--- src/rtl/cosine_pkg.sv ---
// Shared definitions for the cosine/distance controller and its datapath.
// The state codes are the 3-bit values the datapath decodes directly.
package cosine_pkg;

  typedef enum logic [2:0] {
    ST_STANDBY    = 3'd0,
    ST_ALERT      = 3'd1,
    ST_START_CALC = 3'd2,
    ST_ACCUMULATE = 3'd3,
    ST_CALC_DIST  = 3'd4,
    ST_WAIT_DONE  = 3'd5
  } state_e;

  localparam int unsigned STATE_W    = 3;
  localparam int unsigned TERM_IDX_W = 4;
  localparam int unsigned WAIT_CNT_W = 8;

endpackage

--- src/rtl/term_counter.sv ---
// Up-counter with synchronous clear, count enable and a terminal flag.
// Ports:
//   clk, rst_n  clock (rising edge), asynchronous active-low reset
//   clr         synchronous clear, has priority over en
//   en          increment by one
//   count       current count value
//   terminal    high while count == LAST
module term_counter #(
  parameter int unsigned CNT_W = 4,
  parameter int unsigned LAST  = 5
) (
  input  logic             clk,
  input  logic             rst_n,
  input  logic             clr,
  input  logic             en,
  output logic [CNT_W-1:0] count,
  output logic             terminal
);

  localparam logic [CNT_W-1:0] LAST_V = CNT_W'(LAST);

  always_ff @(posedge clk or negedge rst_n) begin
    if (!rst_n) begin
      count <= '0;
    end else if (clr) begin
      count <= '0;
    end else if (en) begin
      count <= count + CNT_W'(1);
    end
  end

  assign terminal = (count == LAST_V);

endmodule

--- src/rtl/cosine_controller.sv ---
// Control FSM for the cosine/distance datapath. Accepts a start request,
// sequences Alert -> StartCalculation -> AccumulateTerms (N_TERMS cycles)
// -> CalculateDistance -> WaitDone, then captures the datapath distance and
// offers it on a valid/ready result port. WaitDone aborts after DONE_TIMEOUT
// cycles without dp_done.
// Ports:
//   clk, rst_n       clock (rising edge), asynchronous active-low reset
//   start_i          level start request, honoured only in StandBy with no pending result
//   start_ack        1-cycle pulse, high during Alert
//   state            3-bit state code to the datapath
//   term_idx         term index during AccumulateTerms, 0 otherwise
//   busy             state != StandBy (decoded, not registered)
//   dp_done          datapath done flag
//   dp_distance      datapath distance value
//   result_valid     result_distance holds an unconsumed result
//   result_ready     consumer accepts when result_valid & result_ready
//   result_distance  captured distance
//   timeout_err      1-cycle pulse after WaitDone expires without dp_done
module cosine_controller
  import cosine_pkg::*;
#(
  parameter int unsigned N_TERMS      = 6,
  parameter int unsigned WIDTH        = 16,
  parameter int unsigned DONE_TIMEOUT = 8
) (
  input  logic                  clk,
  input  logic                  rst_n,
  input  logic                  start_i,
  output logic                  start_ack,
  output logic [STATE_W-1:0]    state,
  output logic [TERM_IDX_W-1:0] term_idx,
  output logic                  busy,
  input  logic                  dp_done,
  input  logic [WIDTH-1:0]      dp_distance,
  output logic                  result_valid,
  input  logic                  result_ready,
  output logic [WIDTH-1:0]      result_distance,
  output logic                  timeout_err
);

  state_e state_q;
  state_e state_d;

  logic                  term_last;
  logic                  wait_last;
  logic [WAIT_CNT_W-1:0] wait_cnt_unused;

  logic ack_d;
  logic timeout_d;
  logic capture;

  // The term counter is held at zero outside AccumulateTerms and wraps back
  // to zero on the last term, so its count doubles as the term_idx output.
  term_counter #(
    .CNT_W (TERM_IDX_W),
    .LAST  (N_TERMS - 1)
  ) u_term_cnt (
    .clk      (clk),
    .rst_n    (rst_n),
    .clr      ((state_q != ST_ACCUMULATE) || term_last),
    .en       (state_q == ST_ACCUMULATE),
    .count    (term_idx),
    .terminal (term_last)
  );

  // Counts WaitDone cycles from zero; terminal marks the last allowed cycle.
  term_counter #(
    .CNT_W (WAIT_CNT_W),
    .LAST  (DONE_TIMEOUT - 1)
  ) u_wait_cnt (
    .clk      (clk),
    .rst_n    (rst_n),
    .clr      (state_q != ST_WAIT_DONE),
    .en       (1'b1),
    .count    (wait_cnt_unused),
    .terminal (wait_last)
  );

  always_comb begin
    state_d   = state_q;
    ack_d     = 1'b0;
    timeout_d = 1'b0;
    capture   = 1'b0;
    case (state_q)
      ST_STANDBY: begin
        // A pending result blocks the start, even if it is consumed this cycle.
        if (start_i && !result_valid) begin
          state_d = ST_ALERT;
          ack_d   = 1'b1;
        end
      end
      ST_ALERT:      state_d = ST_START_CALC;
      ST_START_CALC: state_d = ST_ACCUMULATE;
      ST_ACCUMULATE: begin
        if (term_last) begin
          state_d = ST_CALC_DIST;
        end
      end
      ST_CALC_DIST:  state_d = ST_WAIT_DONE;
      ST_WAIT_DONE: begin
        // dp_done on the final allowed cycle still wins over the timeout.
        if (dp_done) begin
          capture = 1'b1;
          state_d = ST_STANDBY;
        end else if (wait_last) begin
          timeout_d = 1'b1;
          state_d   = ST_STANDBY;
        end
      end
      default:       state_d = ST_STANDBY;
    endcase
  end

  always_ff @(posedge clk or negedge rst_n) begin
    if (!rst_n) begin
      state_q         <= ST_STANDBY;
      start_ack       <= 1'b0;
      timeout_err     <= 1'b0;
      result_valid    <= 1'b0;
      result_distance <= '0;
    end else begin
      state_q     <= state_d;
      start_ack   <= ack_d;
      timeout_err <= timeout_d;
      if (capture) begin
        result_valid    <= 1'b1;
        result_distance <= dp_distance;
      end else if (result_ready) begin
        result_valid <= 1'b0;
      end
    end
  end

  assign state = state_q;
  assign busy  = (state_q != ST_STANDBY);

endmodule

--- config.mk ---
export PLATFORM = sky130hd
export DESIGN_NAME = cosine_controller
export DESIGN_NICKNAME = d
export VERILOG_FILES = /design/src/rtl/cosine_pkg.sv /design/src/rtl/term_counter.sv /design/src/rtl/cosine_controller.sv
export SDC_FILE = /design/constraint.sdc
export NUM_CORES = 1
export LEC_CHECK = 0
export ABC_AREA = 1
export CAP_MARGIN = 5
export CORE_UTILIZATION = 41
export DETAILED_ROUTE_END_ITERATION = 16
export PLACE_DENSITY_LB_ADDON = 0.15
export SLEW_MARGIN = 20
export SYNTH_ARGS = -nofsm -noshare
export SYNTH_HDL_FRONTEND = slang
export SYNTH_SLANG_ARGS = --single-unit
export TNS_END_PERCENT = 30
--- constraint.sdc ---
create_clock -name clk -period 1.08 [get_ports clk]
set_input_delay 0.108 -clock clk [delete_from_list [all_inputs] [get_ports clk]]
set_output_delay 0.108 -clock clk [all_outputs]
set_load 0.1 [all_outputs]
==> key figures <==
Pwr
  – Leakage power: 1.31 nW
  – Sw Share: 51.5%
  – Net Switching: 4.64 mW
  – Clock power frac: 8.3%
  – Register share of total power: 23.3%
  – Int Power: approximately 4.4 mW
  – Peak supply drop: 2.67 mV
  – Gate power share: about two thirds
  – Pwr per Cell Area: ~3100 nW/um^2

Drt
  – Pre-antenna DRT Iters: 4
  – Via/cell ratio: 5.06
  – DRC viols: 0
  – DRT iter0 DRCs: 85
  – Routed vias: 1512
  – Final wirelength: 4750 um
  – Routed Antenna Nets: 0
  – WL/cell: 15.9 um

Timing
  – Min Tclk post-route: roughly 1.4 ns
  – Setup violators final: 44
  – Final hold slack: 0.119 ns
  – Part of the cycle the worst path needs: 131%
  – Peak Freq: 706 MHz
  – RSZ-0062 raised after global routing: true
  – Final Skew: 0.0147 ns
  – Slew HR: 63.9%
  – Setup ws final: -0.337 ns
  – Final Hold Fails: 0
  – Worst-Margin Slew: 0.540 ns
  – Max Slew Vio Count: 0

Setup path
  – Reg2reg path depth: 10
  – Worst EP arrival: between 1 and 1.5 ns
  – Worst R2R End: state[0]
  – Slowest stage delay, CP: approximately 0.52 ns
  – Worst path required time: approximately 0.97 ns
  – WP buf/inv: 2
  – R2r setup slk: -0.32 ns
  – Largest delay share family, worst path: flip-flops
  – R2r startpoint: state[0]
  – CP Launch Type: register
  – Critical path, cell by cell: nor2_4 -> buf_6 -> nand2_4 -> buf_12
  – Worst Setup Path Type: register to primary output
  – Slowest CP cell: dfrtp_4
  – Critical Path End Type: primary output
  – Crit-path max FO: 3

Global routing
  – Largest net degree at the start of global routing: 35
  – Initial antenna violation count: 0
  – Vias in the first global route: 1478
  – GRT overflow: 0
  – Global route hottest layer: met2
  – Met3 usage: 6.20%
  – Met2 global-route usage: between 30% and 40%
  – First-pass GRT wire length: 6710 um
  – Met1 Use GR: 25.7%
  – All-Layer GR Usage: 22.3%

Logic synthesis
  – Predominant post-synthesis flop cell: dfrtp_1
  – Post-Syn Nets: slightly below 200
  – Count leader, synth: nand2_1
  – Syn. warnings: 0
  – Synthesized area per cell: 8.82 sq um
  – Seq/Total Area, Yosys: between 50% and 60%
  – Largest cells by area after synthesis: dfrtp_1 57%, nand2_1 13%, nand3_1 8.0%, nor2_1 4.0%, inv_1 3.3%
  – Ys async rst share: 100%
  – Post-synth top area share: 56.8%
  – Largest area contributor in the netlist: dfrtp_1
  – Mapped Area: approximately 1500 sq um
  – Mapped Cells: 170
  – Seq cells post-synth: 34
  – Most frequent cells after synthesis: 50 x nand2_1, 34 x dfrtp_1, 24 x nand3_1, 16 x nor2_1, 13 x inv_1
  – Post-synth EDFFs: 0
  – Yosys cell types: 22

Cells and area
  – Final Non-Filler Cells: 299
  – Area Growth Syn to Fin: 92.1%
  – Ant. Diodes: 0
  – Finished Cell Area: 2880 sq um
  – Total Nets Final: 276
  – Layout cell share with drive strength beyond 1: 49.0%

Floorplanning
  – Core Area: 3420 sq um
  – Rows: 21
  – Die W: 62.5 um
  – Initial Utilization: ~44%
  – Area of the die: about 3900 sq um
  – # IOs: 48
  – Chip height: 62.5 um

Flow run
  – Max-cap violations: 0

Min path
  – Worst min path class: input port to async pin

Clock network
  – H-tree level count: 2
  – CTS root buffer: clkbuf_4
  – Clock Path Buffers: 2
  – TritonCTS clock tree: built
  – CTS Sinks: 34
  – Num CTS Buffers: 5
  – Clk_lat worst skew: 0.35 ns
  – Clock-pin slew on the worst setup and hold paths: 0.11 ns
  – Hold_buf cts: 0

Status
  – Violated checks: setup timing
  – Status: complete, but fails checks

Placement
  – Routability Congestion: roughly 0.76
  – Setup WS pre-CTS: -0.170 ns
  – DP Area: 2500 sq um
  – Cell count after placement: 280
  – IO Port Bufs: 47
  – Dpl hpwl: 2890 um
[through the flow]
stage / total power, mW / util [%] / setup TNS, ns
final: 9.00 / 84.3 / -8.47
after global routing: 9.31 / 84.3 / -10.84
after CTS: 8.60 / 79.8 / -7.16
after detailed placement: 7.44 / 73.3 / -2.29
after global placement: 7.33 / 73.3 / -1.38
after floorplan: 5.16 / - / -5.89
[layout make-up]
class | instances | area [sq um]
clock buffer | 7 | 55.1
clock inverter | 1 | 5.00
fill | 178 | 537
inverter | 15 | 66.3
multi-input combinational | 117 | 753
sequential | 34 | 876
tap | 46 | 57.6
timing repair buffer | 79 | 1070
[power by group through the flow]
stage                     Clock [mW]  Combinational (mW)  Sequential, mW
after floorplan                    0               0.843            4.32
after global placement             0                5.25            2.08
after detailed placement           0                5.34            2.10
after CTS                      0.759                5.80            2.04
after global routing           0.822                6.37            2.12
final                          0.742                6.16            2.09
[state kept, by name, summed over array words and instances, names as in the netlist]
register and cells:
start_ack 1, result_distance 16, timeout_err 1, u_wait_cnt.count 8, result_valid 1, state 3, u_term_cnt.count 4
[logic make-up (layout without fill, tap and decap cells)]
logic type | after synthesis | after routing | share of synthesized area, %
and+or+nand+nor | 99 | 100 | 29.3
DFF | 34 | 34 | 56.8
AOI/OAI and AO/OA | 13 | 13 | 4.51
xor gates and xnor gates | 1 | 1 | 0.584
adders and majority gates | 3 | 3 | 2.50
buffers and inverters | 20 | 102 | 6.34
[per-layer routing]
| layer | share of wire [%] | up-vias |
|---|---|---|
| li1 | - | 708 |
| met1 | 37 | 733 |
| met2 | 55 | 56 |
| met3 | 5.2 | 15 |
| met4 | 3.5 | 0 |
| met5 | 0 | - |
[how the worst max path moves through the flow]
stage | cells past startpoint | endpoint | slack [ns] | startpoint
after global routing | 4 | busy | -0.40 | state[2]
after floorplan | 9 | state[0] | -0.29 | u_term_cnt.count[1]
final | 4 | busy | -0.34 | state[1]
after global placement | 6 | state[0] | -0.09 | dp_done
after detailed placement | 6 | state[2] | -0.17 | u_term_cnt.count[1]
after CTS | 4 | busy | -0.33 | state[1]
[cell usage in the layout, fill, tap and decap left out, types with 3 or more instances in the layout]
master,Yosys,final
nand3_1,24,11
dfrtp_4,0,5
nand3_2,0,12
buf_4,1,16
nand2_2,3,11
dfrtp_2,0,5
nor2_2,1,5
buf_6,2,12
nor2_1,16,10
clkbuf_4,0,5
a21oi_1,5,5
buf_12,0,29
clkdlybuf4s50_1,0,20
nand2_1,50,38
inv_1,13,11
dfrtp_1,34,24
o21ai_1,3,3
nand2_4,1,5
[repair_timing]
action	4_1_cts	5_1_grt
pin swaps	5	12
setup endpoints to repair	39	57
hold endpoints to repair	0	0
resized for setup	24	37
gates cloned	1	0
buffers inserted	8	2
Note: power is estimated with default switching activity, not from simulation.
